<file path="src/rtl/uart_defs.sv">
// rtl/uart_defs.sv - shared UART definitions: arbiter state encoding and requester limit
package uart_defs;

    // Transmit arbiter states: IDLE (no owner) and LOCK (owner holds the path for a packet)
    typedef enum logic [0:0] {
        ARB_IDLE = 1'b0,
        ARB_LOCK = 1'b1
    } ArbState_t;

    // Largest requester count the arbiter and picker are built for
    localparam int UART_ARB_MAXREQ = 8;

endpackage

</file>
<file path="src/rtl/uart_rr_pick.sv">
// rtl/uart_rr_pick.sv - combinational round-robin picker
//  Purpose: choose the first set bit of req_i at or after ptr_i, wrapping N-1 -> 0.
//  Ports:
//   req_i  in  N   request vector
//   ptr_i  in  IW  starting index of the search (must be < N)
//   gnt_o  out N   one-hot winner, 0 when no request
//   idx_o  out IW  binary index of the winner, 0 when no request
//   any_o  out 1   at least one request present
module uart_rr_pick #(
    parameter int N  = 4,
    parameter int IW = (N > 1) ? $clog2(N) : 1
) (
    input  logic [N-1:0]  req_i,
    input  logic [IW-1:0] ptr_i,
    output logic [N-1:0]  gnt_o,
    output logic [IW-1:0] idx_o,
    output logic          any_o
);

    logic          found;
    logic [IW-1:0] j;

    always_comb begin
        gnt_o = '0;
        idx_o = '0;
        found = 1'b0;
        j     = '0;
        for (int k = 0; k < N; k++) begin
            j = IW'((int'(ptr_i) + k) % N);
            if (!found && req_i[j]) begin
                found    = 1'b1;
                gnt_o[j] = 1'b1;
                idx_o    = j;
            end
        end
        any_o = found;
    end

endmodule

</file>
<file path="src/rtl/uart_tx_arbiter.sv">
// rtl/uart_tx_arbiter.sv - packet-locked round-robin arbiter for the UART TX byte path
//  Purpose: share the single TX FIFO write port between NREQ byte-stream requesters.
//   The winner owns the path until it sends a byte flagged last or stalls for TIMEOUT cycles.
//  Ports:
//   clk, rst_n                 clock, asynchronous active-low reset
//   enable_i                   allow new grants (current packet always finishes)
//   req_valid_i/data_i/last_i  per-requester byte stream, data packed [i*8 +: 8]
//   req_ready_o                per-requester accept (combinational)
//   tx_d_o, tx_d_valid_o       registered byte and one-cycle write strobe to TX FIFO
//   tx_full_i                  TX FIFO full, one cycle stale
//   grant_o, busy_o            one-hot owner, state != IDLE
//   timeout_o                  one-cycle pulse on forced release
module uart_tx_arbiter
    import uart_defs::*;
#(
    parameter int NREQ    = 4,
    parameter int TIMEOUT = 1024
) (
    input  logic              clk,
    input  logic              rst_n,
    input  logic              enable_i,
    input  logic [NREQ-1:0]   req_valid_i,
    input  logic [NREQ*8-1:0] req_data_i,
    input  logic [NREQ-1:0]   req_last_i,
    output logic [NREQ-1:0]   req_ready_o,
    output logic [7:0]        tx_d_o,
    output logic              tx_d_valid_o,
    input  logic              tx_full_i,
    output logic [NREQ-1:0]   grant_o,
    output logic              busy_o,
    output logic              timeout_o
);

    localparam int IW = $clog2(NREQ);
    localparam int CW = $clog2(TIMEOUT + 1);
    localparam logic [CW-1:0] CNT_MAX = '1;
    localparam logic [CW-1:0] CNT_EXP = CW'(TIMEOUT - 1);

    ArbState_t       state;
    logic [IW-1:0]   rr_ptr;
    logic [IW-1:0]   gidx;
    logic [IW-1:0]   nxt_ptr;
    logic [CW-1:0]   stall_cnt;
    logic [NREQ-1:0] pick_gnt;
    logic [IW-1:0]   pick_idx;
    logic            pick_any;
    logic            accept;
    logic            stall_expire;
    logic [7:0]      gdata;

    uart_rr_pick #(
        .N  (NREQ),
        .IW (IW)
    ) u_pick (
        .req_i (req_valid_i),
        .ptr_i (rr_ptr),
        .gnt_o (pick_gnt),
        .idx_o (pick_idx),
        .any_o (pick_any)
    );

    // Blocking accept while the previous strobe is out gives the FIFO's stale full
    // flag one cycle to catch up, so at most one byte lands every two clocks.
    assign accept       = (state == ARB_LOCK) && req_valid_i[gidx] && !tx_full_i && !tx_d_valid_o;
    assign req_ready_o  = accept ? grant_o : '0;
    assign gdata        = req_data_i[{gidx, 3'b000} +: 8];
    assign nxt_ptr      = (gidx == IW'(NREQ - 1)) ? '0 : gidx + IW'(1);
    assign stall_expire = (state == ARB_LOCK) && !accept && (stall_cnt == CNT_EXP);
    assign busy_o       = (state != ARB_IDLE);

    always_ff @(posedge clk or negedge rst_n) begin
        if (!rst_n) begin
            state        <= ARB_IDLE;
            rr_ptr       <= '0;
            gidx         <= '0;
            grant_o      <= '0;
            tx_d_o       <= '0;
            tx_d_valid_o <= 1'b0;
            timeout_o    <= 1'b0;
            stall_cnt    <= '0;
        end else begin
            tx_d_valid_o <= accept;
            timeout_o    <= 1'b0;
            if (accept) begin
                tx_d_o <= gdata;
            end

            if (state == ARB_IDLE) begin
                stall_cnt <= '0;
                if (enable_i && pick_any) begin
                    grant_o <= pick_gnt;
                    gidx    <= pick_idx;
                    state   <= ARB_LOCK;
                end
            end else begin
                // Accept takes priority over an expiring counter on the same cycle.
                if (accept) begin
                    stall_cnt <= '0;
                    if (req_last_i[gidx]) begin
                        state   <= ARB_IDLE;
                        grant_o <= '0;
                        rr_ptr  <= nxt_ptr;
                    end
                end else if (stall_expire) begin
                    state     <= ARB_IDLE;
                    grant_o   <= '0;
                    rr_ptr    <= nxt_ptr;
                    timeout_o <= 1'b1;
                    stall_cnt <= '0;
                end else if (!tx_full_i && (stall_cnt != CNT_MAX)) begin
                    // A full FIFO is back-pressure, not a stalled requester: hold.
                    stall_cnt <= stall_cnt + CW'(1);
                end
            end
        end
    end

endmodule
</file>
<file path="config.mk">
export PLATFORM = sky130hd
export DESIGN_NAME = uart_tx_arbiter
export DESIGN_NICKNAME = d
export VERILOG_FILES = /design/src/rtl/uart_defs.sv /design/src/rtl/uart_rr_pick.sv /design/src/rtl/uart_tx_arbiter.sv
export SDC_FILE = /design/constraint.sdc
export NUM_CORES = 1
export LEC_CHECK = 0
export CAP_MARGIN = 10
export CORE_UTILIZATION = 47
export CTS_CLUSTER_SIZE = 12
export DETAILED_ROUTE_END_ITERATION = 10
export GPL_TIMING_DRIVEN = 1
export PLACE_DENSITY = 0.92
export SYNTH_ARGS = -nofsm -noshare
export SYNTH_HDL_FRONTEND = slang
export SYNTH_SLANG_ARGS = --single-unit
export TNS_END_PERCENT = 1
</file>
<file path="constraint.sdc">
create_clock -name clk -period 3.7 [get_ports clk]
set_clock_uncertainty 0.15 [all_clocks]
set_input_delay 0.555 -clock clk [delete_from_list [all_inputs] [get_ports clk]]
set_output_delay 0.555 -clock clk [all_outputs]
set_load 0.005 [all_outputs]
</file>
After elaboration in Yosys (flattened, before gate mapping)
Index checks and enable logic that the tools add are counted.
W data, S select, Z words.
{"block": "op_classes", "n_reduce_logical": 25, "mux": 54, "order_cmp": 9, "n_bitwise": 4, "n_eq_ne": 7, "shifts": 1, "addsub": 5}
{"operator": "$mux W11", "count": 4}
{"operator": "$mux W4", "count": 10}
{"operator": "$shiftx A32 B6 Y8", "count": 1}
{"operator": "$mux W1", "count": 22}
{"operator": "$mux W2", "count": 8}
{"operator": "$lt A2 B3 Y1 const B", "count": 5}
{"operator": "$logic_and A1 B1 Y1", "count": 14}
{"operator": "$bmux W1 S2", "count": 6}
{"operator": "$or A4 B4 Y4", "count": 3}
{"operator": "$add A11 B1 Y11 const B", "count": 1}
{"operator": "$eq A11 B10 Y1 const B", "count": 1}
{"operator": "$ne A11 B11 Y1 const B", "count": 1}
{"operator": "$demux W1 S2", "count": 4}
{"operator": "$ge A2 B1 Y1 const B", "count": 4}
{"operator": "$logic_not A1 Y1", "count": 6}
{"operator": "$reduce_and A3 Y1", "count": 2}
{"operator": "$add A2 B1 Y2 const B", "count": 2}
{"operator": "$add A2 B2 Y2 const B", "count": 2}
{"operator": "$ne A4 B1 Y1 const B", "count": 1}
{"operator": "$reduce_bool A2 Y1", "count": 2}
{"operator": "$ne A3 B1 Y1 const B", "count": 1}
{"operator": "$ne A3 B2 Y1 const B", "count": 1}
{"operator": "$eq A2 B2 Y1 const B", "count": 1}
{"operator": "$ne A2 B1 Y1 const B", "count": 1}
{"operator": "other kinds (2)", "count": 2}
{"block": "word_totals", "wordCells": 113, "reg_bits": 30, "out_inout_bits": 19}

Depth between registers and ports, before layout
Gate-level depths: netlist of run 1.
{"block": "logic_depth", "depth_word": 15, "depth_mapped": 8, "mapped_depth_nobuf": 7}

By module
Synthesis of run 1 repeated with hierarchy kept, for this count alone.
{"block": "unflattened", "hier_cells": 210, "hier_area_um2": 2125.8}
{"mod": "uart_tx_arbiter", "area_each_um2": 1706.6, "n_inst": 1, "cells_per_inst": 165}
{"mod": "uart_rr_pick", "area_each_um2": 419.2, "n_inst": 1, "cells_per_inst": 45}

Least setup slack after synthesis of run 1
OpenSTA, ideal clock, no wires.
{"block": "synth_timing", "path_kind": "register -> register", "startpoint": "register rr_ptr[0]", "endpoint": "register grant_o[3]", "arrival_time_ns": 2.375, "period_less_slack_ns": 2.603, "slack_ns": 1.097, "stages_incl_launch_ff": 9, "path_cell_list": "dfrtp_1 -> buf_6 -> inv_1 -> ha_1 -> mux4_2 -> nor2_1 -> a21o_4 -> a21boi_2 -> o2bb2ai_1"}
{"block": "synth_via", "elab_chain_len": 15, "elab_cells_between_ends": 53}
{"element": "start: declaration", "line_no": "uart_tx_arbiter.sv:40", "source": "logic [IW-1:0] rr_ptr;"}
{"element": "start signal: assignment", "line_no": "uart_tx_arbiter.sv:102", "source": "rr_ptr <= nxt_ptr;"}
{"element": "start signal: assignment", "line_no": "uart_tx_arbiter.sv:107", "source": "rr_ptr <= nxt_ptr;"}
{"element": "branches (longest 15 deep; another with $lt A2 B3 Y1)"}
{"element": "end signal: assignment", "line_no": "uart_tx_arbiter.sv:91", "source": "grant_o <= pick_gnt;"}
{"element": "end: declaration", "line_no": "uart_tx_arbiter.sv:29", "source": "output logic [NREQ-1:0] grant_o,"}
Parallel ways; which one is timed is not known. The select of a mux whose other input is x is not followed.
A chain may end at the register's enable or synchronous reset.

Worst setup path in the final report of run 1
{"block": "layout_timing", "startpoint": "input port req_valid_i[3]", "endpoint": "output port req_ready_o[2]"}
{"block": "layout_via", "elab_chain_len": 6}
{"element": "start: declaration", "line_no": "uart_tx_arbiter.sv:22", "source": "input logic [NREQ-1:0] req_valid_i,"}
{"element": "$bmux W1 S2", "line_no": "uart_tx_arbiter.sv:64", "source": "assign accept = (state == ARB_LOCK) && req_valid_i[gidx] && !tx_full_i && !tx_d_valid_o;"}
{"element": "$mux W1 (implied by the code)", "line_no": "uart_tx_arbiter.sv:64"}
{"element": "$logic_and A1 B1 Y1 (3 in a row)", "line_no": "uart_tx_arbiter.sv:64"}
{"element": "via accept", "line_no": "uart_tx_arbiter.sv:47", "source": "logic accept;"}
{"element": "$mux W4", "line_no": "uart_tx_arbiter.sv:65", "source": "assign req_ready_o = accept ? grant_o : '0;"}
{"element": "end: declaration", "line_no": "uart_tx_arbiter.sv:25", "source": "output logic [NREQ-1:0] req_ready_o,"}
The timed path passes the listed nets, and every way through them passes these cells. The select of a mux whose other input is x is not followed.

==> flow_metrics.env, run 1 <==
export IMPL_outcome="complete, no violations"
export IMPL_crit_required_ns=2.99
export IMPL_slew_violations=0
export IMPL_rows=23
export IMPL_holdPathStages=1
export IMPL_layout_nets=291
export IMPL_place_area_um2=2690
export IMPL_antenna_found_initial=0
export IMPL_wirelength_mm=4.44
export IMPL_die_x_um=67.3
export IMPL_dieHeight_um=67.3
export IMPL_synth_area_leaders="dfrtp_1 37%, mux4_2 16%, ha_1 6.2%"
export IMPL_yosysSeqAreaShare_pct=37.5
export IMPL_first_pass_iters=4
export IMPL_setup_viol=0
export IMPL_crit_path_end_kind="output pin"
export IMPL_period_share_pct=82.9
export IMPL_fin_tns_setup_ns=0
export IMPL_syn_area_um2=2000
export IMPL_routabilityCongestion=0.839
export IMPL_hold_violations=0
export IMPL_design_area_um2=2800
export IMPL_synth_ff_type="dfrtp_1"
export IMPL_grt_util_all_layers_pct=22.5
export IMPL_rsz0062_at_grt="no"
export IMPL_vias=1672
export IMPL_htree_levels=2
export IMPL_fin_crit_ns=3.07
export IMPL_grt_overflow=0
export IMPL_synth_top_area_share_pct=37.5
export IMPL_power_mw=1.85
export IMPL_clock_sinks=30
export IMPL_synth_cell_types=41
export IMPL_cts_tree="done"
export IMPL_core_area_um2=4060
export IMPL_die_area_um2=4530
export IMPL_pre_cts_ws_ns=0.613
export IMPL_area_growth_pct=39.5
export IMPL_grt_max_degree=31
export IMPL_io_buffers=62
export IMPL_hold_class="reg -> reg"
export IMPL_drt_iter0_drc=71
export IMPL_avgViaCountPerCell=5.81
export IMPL_cp_common_cell="clkdlybuf4s50_1"
export IMPL_yosysTopAreaCell="dfrtp_1"
export IMPL_drive_gt1_share_pct=18.5
export IMPL_post_cts_repair_setup_buffers=0
export IMPL_grt_pass1_vias=1668
export IMPL_start_kind="input port"
export IMPL_synthArstFlopShare_pct=100
export IMPL_numCtsBuffers=5
export IMPL_arrival_ns=2.36
export IMPL_path_cells="clkdlybuf4s50_1, mux4_2, nand3_1, inv_1, and2_1, clkdlybuf4s50_1"
export IMPL_ys_warn_count=0
export IMPL_drc=0
export IMPL_post_route_worst_setup_slack_ns=0.633
export IMPL_postRouteAntennaNets=0
export IMPL_hpwl_mm=3.50
export IMPL_critPathMaxFanout=8
export IMPL_antenna_cells=0
export IMPL_cts_buffer_depth=2
export IMPL_hold_slack_ns=0.355
export IMPL_relSlewSlack_pct=49.0
export IMPL_crit_type="in -> out"
export IMPL_io_pins=63
export IMPL_ff2ff_path_depth=7
export IMPL_ctsResizeCount=0
export IMPL_drv_cap=0
export IMPL_slowest_stage="clkdlybuf4s50_1"
export IMPL_syn_avg_cell_area_um2=11.8
export IMPL_ys_seq_elements=30
export IMPL_critPathMaxStageDelay_ns=0.51
export IMPL_synthesis_nets=224
export IMPL_max_freq_ghz=0.326
export IMPL_initial_core_util_pct=49.4
export IMPL_clockRootBuffer="clkbuf_8"
export IMPL_worst_pin_slew_ns=0.757
export IMPL_vdd_drop_max_uv=412
export IMPL_cellLeakagePower_nw=1.17
export IMPL_syn_inst=170
export IMPL_grt_pass1_wl_mm=7.40
export IMPL_hold_buffers=0
export IMPL_clk_pin_slew_ns=0.06
export IMPL_p_per_area_nw_per_um2=663
export IMPL_worstSkewPairLatency_ns=0.29
export IMPL_wl_per_cell_um=15.4
export IMPL_synth_edf_count=0
## cells by family (layout without fill, tap and decap cells)
group / count (synthesis) / count (layout) / synth area share [%]
AO/OA/AOI/OAI: 30 / 30 / 13.0
adder cells (fa/ha/maj): 10 / 10 / 6.24
flip-flops: 30 / 30 / 37.5
buffers and inverters: 13 / 81 / 2.93
XOR/XNOR: 7 / 7 / 3.06
AND/OR/NAND/NOR: 53 / 53 / 14.0
multiplexers: 27 / 27 / 23.3
## synth_stat cells (all sizes together), types with 2 or more instances
master	instances
o2bb2ai	4
a221o	5
a221oi	2
buf	4
mux2	11
mux4	14
o21ai	4
and3	2
dfrtp	30
nand2b	5
clkbuf	2
nor4	2
a21oi	3
inv	7
xnor2	5
ha	10
a21o	2
nand3	5
nand2	9
and2	4
a22oi	5
mux2i	2
nor2	18
or3	2
xor2	2
a21boi	2
## metal layers
layer / GRT usage (%) / up-vias / wire (um)
met3: 7.77 / 4 / 319
met4: 4.26 / 0 / 34
met1: 24.9 / 816 / 1690
met2: 41.6 / 73 / 2400
met5: 0 / - / 0
li1: - / 779 / -
## stage by stage
step                      std cells  utilization [%]
after detailed placement        280             66.2
after CTS                       288             68.9
after global placement          280             66.2
after global routing            288             68.9
after floorplan                 170                -
final                           288             68.9
## report_power, final
group | total, mW | switching [mW] | internal, mW
clock network | 0.327 | 0.126 | 0.201
logic | 0.995 | 0.430 | 0.564
registers | 0.531 | 0.101 | 0.431
total | 1.85 | 0.658 | 1.20
## sequential cells by signal, summed over array words and instances, names as in the netlist
signal and cells:
tx_d_o 8, busy_o 1, stall_cnt 11, timeout_o 1
rr_ptr 2, tx_d_valid_o 1, grant_o 4, gidx 2
## cells in the final DEF, fill, tap and decap left out, types with 5 or more instances in the layout
cell type and count:
clkdlybuf4s50_1 62, dfrtp_1 30, nor2_1 18, mux4_2 14, ha_1 10, mux2_2 9, nand2_1 8, inv_1 7
nand3_1 5, nand2b_1 5, xnor2_1 5, a221o_1 5, a22oi_1 5, clkbuf_8 5
## layout make-up
type	instances	area [um^2]
clock buffers	6	72.6
fillers	292	1260
repair buffers	66	651
clock inverters	2	37.5
well taps	50	62.6
inverters	7	26.3
multi-input cells	127	1190
flip-flops and latches	30	751
## worst max-delay path, delay by kind of cell
kind,cells,cell delay [ns]
AND/OR/NAND/NOR,2,0.27
multiplexers,1,0.50
buffers and inverters,3,1.03
## worst paths after layout
check	start	end	slack (ns)
max	req_valid_i[3]	req_ready_o[2]	0.63
min	tx_d_o[4]	tx_d_o[4]	0.35
max reg2reg	rr_ptr[1]	grant_o[1]	0.72
min reg2reg	tx_d_o[4]	tx_d_o[4]	0.35
max in group asynchronous	rst_n	tx_d_valid_o	2.63
min in group asynchronous	rst_n	rr_ptr[0]	0.50
Power figures use the tool's default switching activity.
==> inputs of run 2 (changes only) <==
Settings changed: CORE_UTILIZATION 47 to 42, PLACE_DENSITY 0.92 to 0.87.
Clock period 3.7 ns to 2.5 ns, I/O delays scaled along.
==> run 2 against run 1 <==
Net effect: the run now ends with design-rule violations left; first-iteration DRC count fell by 15%; non-clock buffer count increased by 11; via count grew 0.36%; combinational power rose by 65%; sequential share of layout area down 0.74 points; critical path depth stayed put; wire length down 0.72%; highest routed layer unchanged.
==> flow_metrics.env, run 2 (synthesis results as in run 1) <==
export IMPL_outcome="finished with violations"
export IMPL_violations="design-rule violations"
export IMPL_route_met2_wl_mm=2.25
export IMPL_setup_viol=0
export IMPL_drv_cap=0
export IMPL_final_common_cell="clkdlybuf4s50_1"
export IMPL_ff2ff_path_depth=6
export IMPL_hold_slack_ns=0.334
export IMPL_numCtsBuffers=5
export IMPL_p_per_area_nw_per_um2=956
export IMPL_reg2reg_to="grant_o[2]"
export IMPL_initial_core_util_pct=44.8
export IMPL_avgViaCountPerCell=5.59
export IMPL_wirelength_mm=4.40
export IMPL_hpwl_mm=3.32
export IMPL_die_area_um2=5050
export IMPL_start_kind="flop"
export IMPL_slowest_stage="mux4_2"
export IMPL_hold_class="in -> async"
export IMPL_dieHeight_um=71.1
export IMPL_critPathMaxStageDelay_ns=0.63
export IMPL_io_buffers=62
export IMPL_hold_buffers=0
export IMPL_vias=1678
export IMPL_post_route_worst_setup_slack_ns=0.0942
export IMPL_io_pins=63
export IMPL_crit_required_ns=2.52
export IMPL_cts_tree="done"
export IMPL_crit_path_end_kind="flop"
export IMPL_cellLeakagePower_nw=1.23
export IMPL_max_freq_ghz=0.416
export IMPL_routabilityCongestion=0.840
export IMPL_critPathMaxFanout=7
export IMPL_wl_met1_mm=1.71
export IMPL_grt_overflow=0
export IMPL_area_growth_pct=43.6
export IMPL_hold_violations=0
export IMPL_drive_gt1_share_pct=24.6
export IMPL_largest_register="stall_cnt"
export IMPL_crit_type="reg -> reg"
export IMPL_mostFrequentLayoutCells="58 x clkdlybuf4s50_1, 29 x dfrtp_1, 17 x nor2_1, 15 x buf_4, 14 x mux4_2"
export IMPL_clk_pin_slew_ns=0.06
export IMPL_fin_crit_ns=2.41
export IMPL_path_cells="inv_1, ha_2, mux4_2, a221o_1, a22oi_1, o2bb2ai_1"
export IMPL_grt_pass1_wl_mm=7.62
export IMPL_worstSkewPairLatency_ns=0.29
export IMPL_reg2reg_from="rr_ptr[1]"
export IMPL_pre_cts_ws_ns=-0.106
export IMPL_antenna_cells=0
export IMPL_fin_tns_setup_ns=0
export IMPL_r2r_setup_slack_ns=0.09
export IMPL_worst_pin_slew_ns=0.793
export IMPL_relSlewSlack_pct=46.5
export IMPL_arrival_ns=2.42
export IMPL_vdd_drop_max_uv=448
export IMPL_slew_violations=0
export IMPL_die_x_um=71.1
export IMPL_htree_levels=2
export IMPL_clock_sinks=30
export IMPL_wl_met3_um=392
export IMPL_drt_iter0_drc=60
export IMPL_antenna_found_initial=0
export IMPL_nFillCells=342
export IMPL_grt_max_degree=31
export IMPL_top_regs="stall_cnt (11), tx_d_o (8), grant_o (4)"
export IMPL_layout_nets=302
export IMPL_core_area_um2=4470
export IMPL_grt_pass1_vias=1737
export IMPL_drc=3
export IMPL_rsz0062_at_grt="no"
export IMPL_period_share_pct=96.2
export IMPL_first_pass_iters=7
export IMPL_rows=24
export IMPL_power_mw=2.75
export IMPL_grt_util_all_layers_pct=19.3
export IMPL_postRouteAntennaNets=0
export IMPL_routed_top_layer="met4"
export IMPL_cts_buffer_depth=2
export IMPL_wl_per_cell_um=14.7
export IMPL_largest_reg_flops=11
export IMPL_clockRootBuffer="clkbuf_8"
[run 2: worst max-delay path, delay by kind of cell (launching register included)]
family | cells | cell delay (ns)
fa+ha+maj | 1 | 0.41
mux | 1 | 0.63
compound gates | 3 | 0.64
flops | 1 | 0.36
buf+inv | 1 | 0.11
[run 2: area by class of cell]
cell class | count | area, um^2 | share of cell area (%)
inverters | 7 | 26.3 | 0.913
repair buffers | 77 | 728 | 25.3
clock buffers | 7 | 76.3 | 2.65
multi-input cells | 127 | 1230 | 42.8
flip-flops and latches | 30 | 752 | 26.1
well taps | 52 | 65.1 | 2.26
[run 2: how the worst max path moves through the flow]
stage	startpoint	to	slack (ns)	cells past startpoint
6_report	rr_ptr[1]	grant_o[2]	0.09	6
2_1_floorplan	rr_ptr[0]	grant_o[3]	0.02	8
3_3_place_gp	req_valid_i[3]	req_ready_o[2]	-0.09	6
5_1_grt	rr_ptr[1]	grant_o[1]	0.003	6
4_1_cts	rr_ptr[1]	grant_o[2]	0.02	7
3_5_place_dp	req_valid_i[2]	req_ready_o[0]	-0.11	6
[run 2: power breakdown]
group	switching, mW	leakage [nW]	internal, mW
registers	0.104	0.385	0.640
clock network	0.175	0.0383	0.191
logic	0.721	0.809	0.921
[run 2: metal layers]
layer / vias up / global-route usage [%]
li1: 793 / -
met1: 806 / 21.9
met2: 74 / 34.1
met3: 5 / 6.13
met4: 0 / 7.33
met5: - / 0
[run 2: what timing repair did]
item / CTS / global route
endpoints found under the hold margin: 0 / 0
buffers inserted: 0 / 1
cloned: 0 / 0
setup endpoints to repair: 4 / 6
resized for setup: 6 / 6
[run 2: stage by stage]
step | cell area, um^2 | util (%) | cells
floorplan | 2010 | - | 170
global placement | 2770 | 61.8 | 292
detailed placement | 2770 | 61.8 | 292
CTS | 2840 | 63.5 | 299
global route | 2880 | 64.3 | 300
finish | 2880 | 64.3 | 300
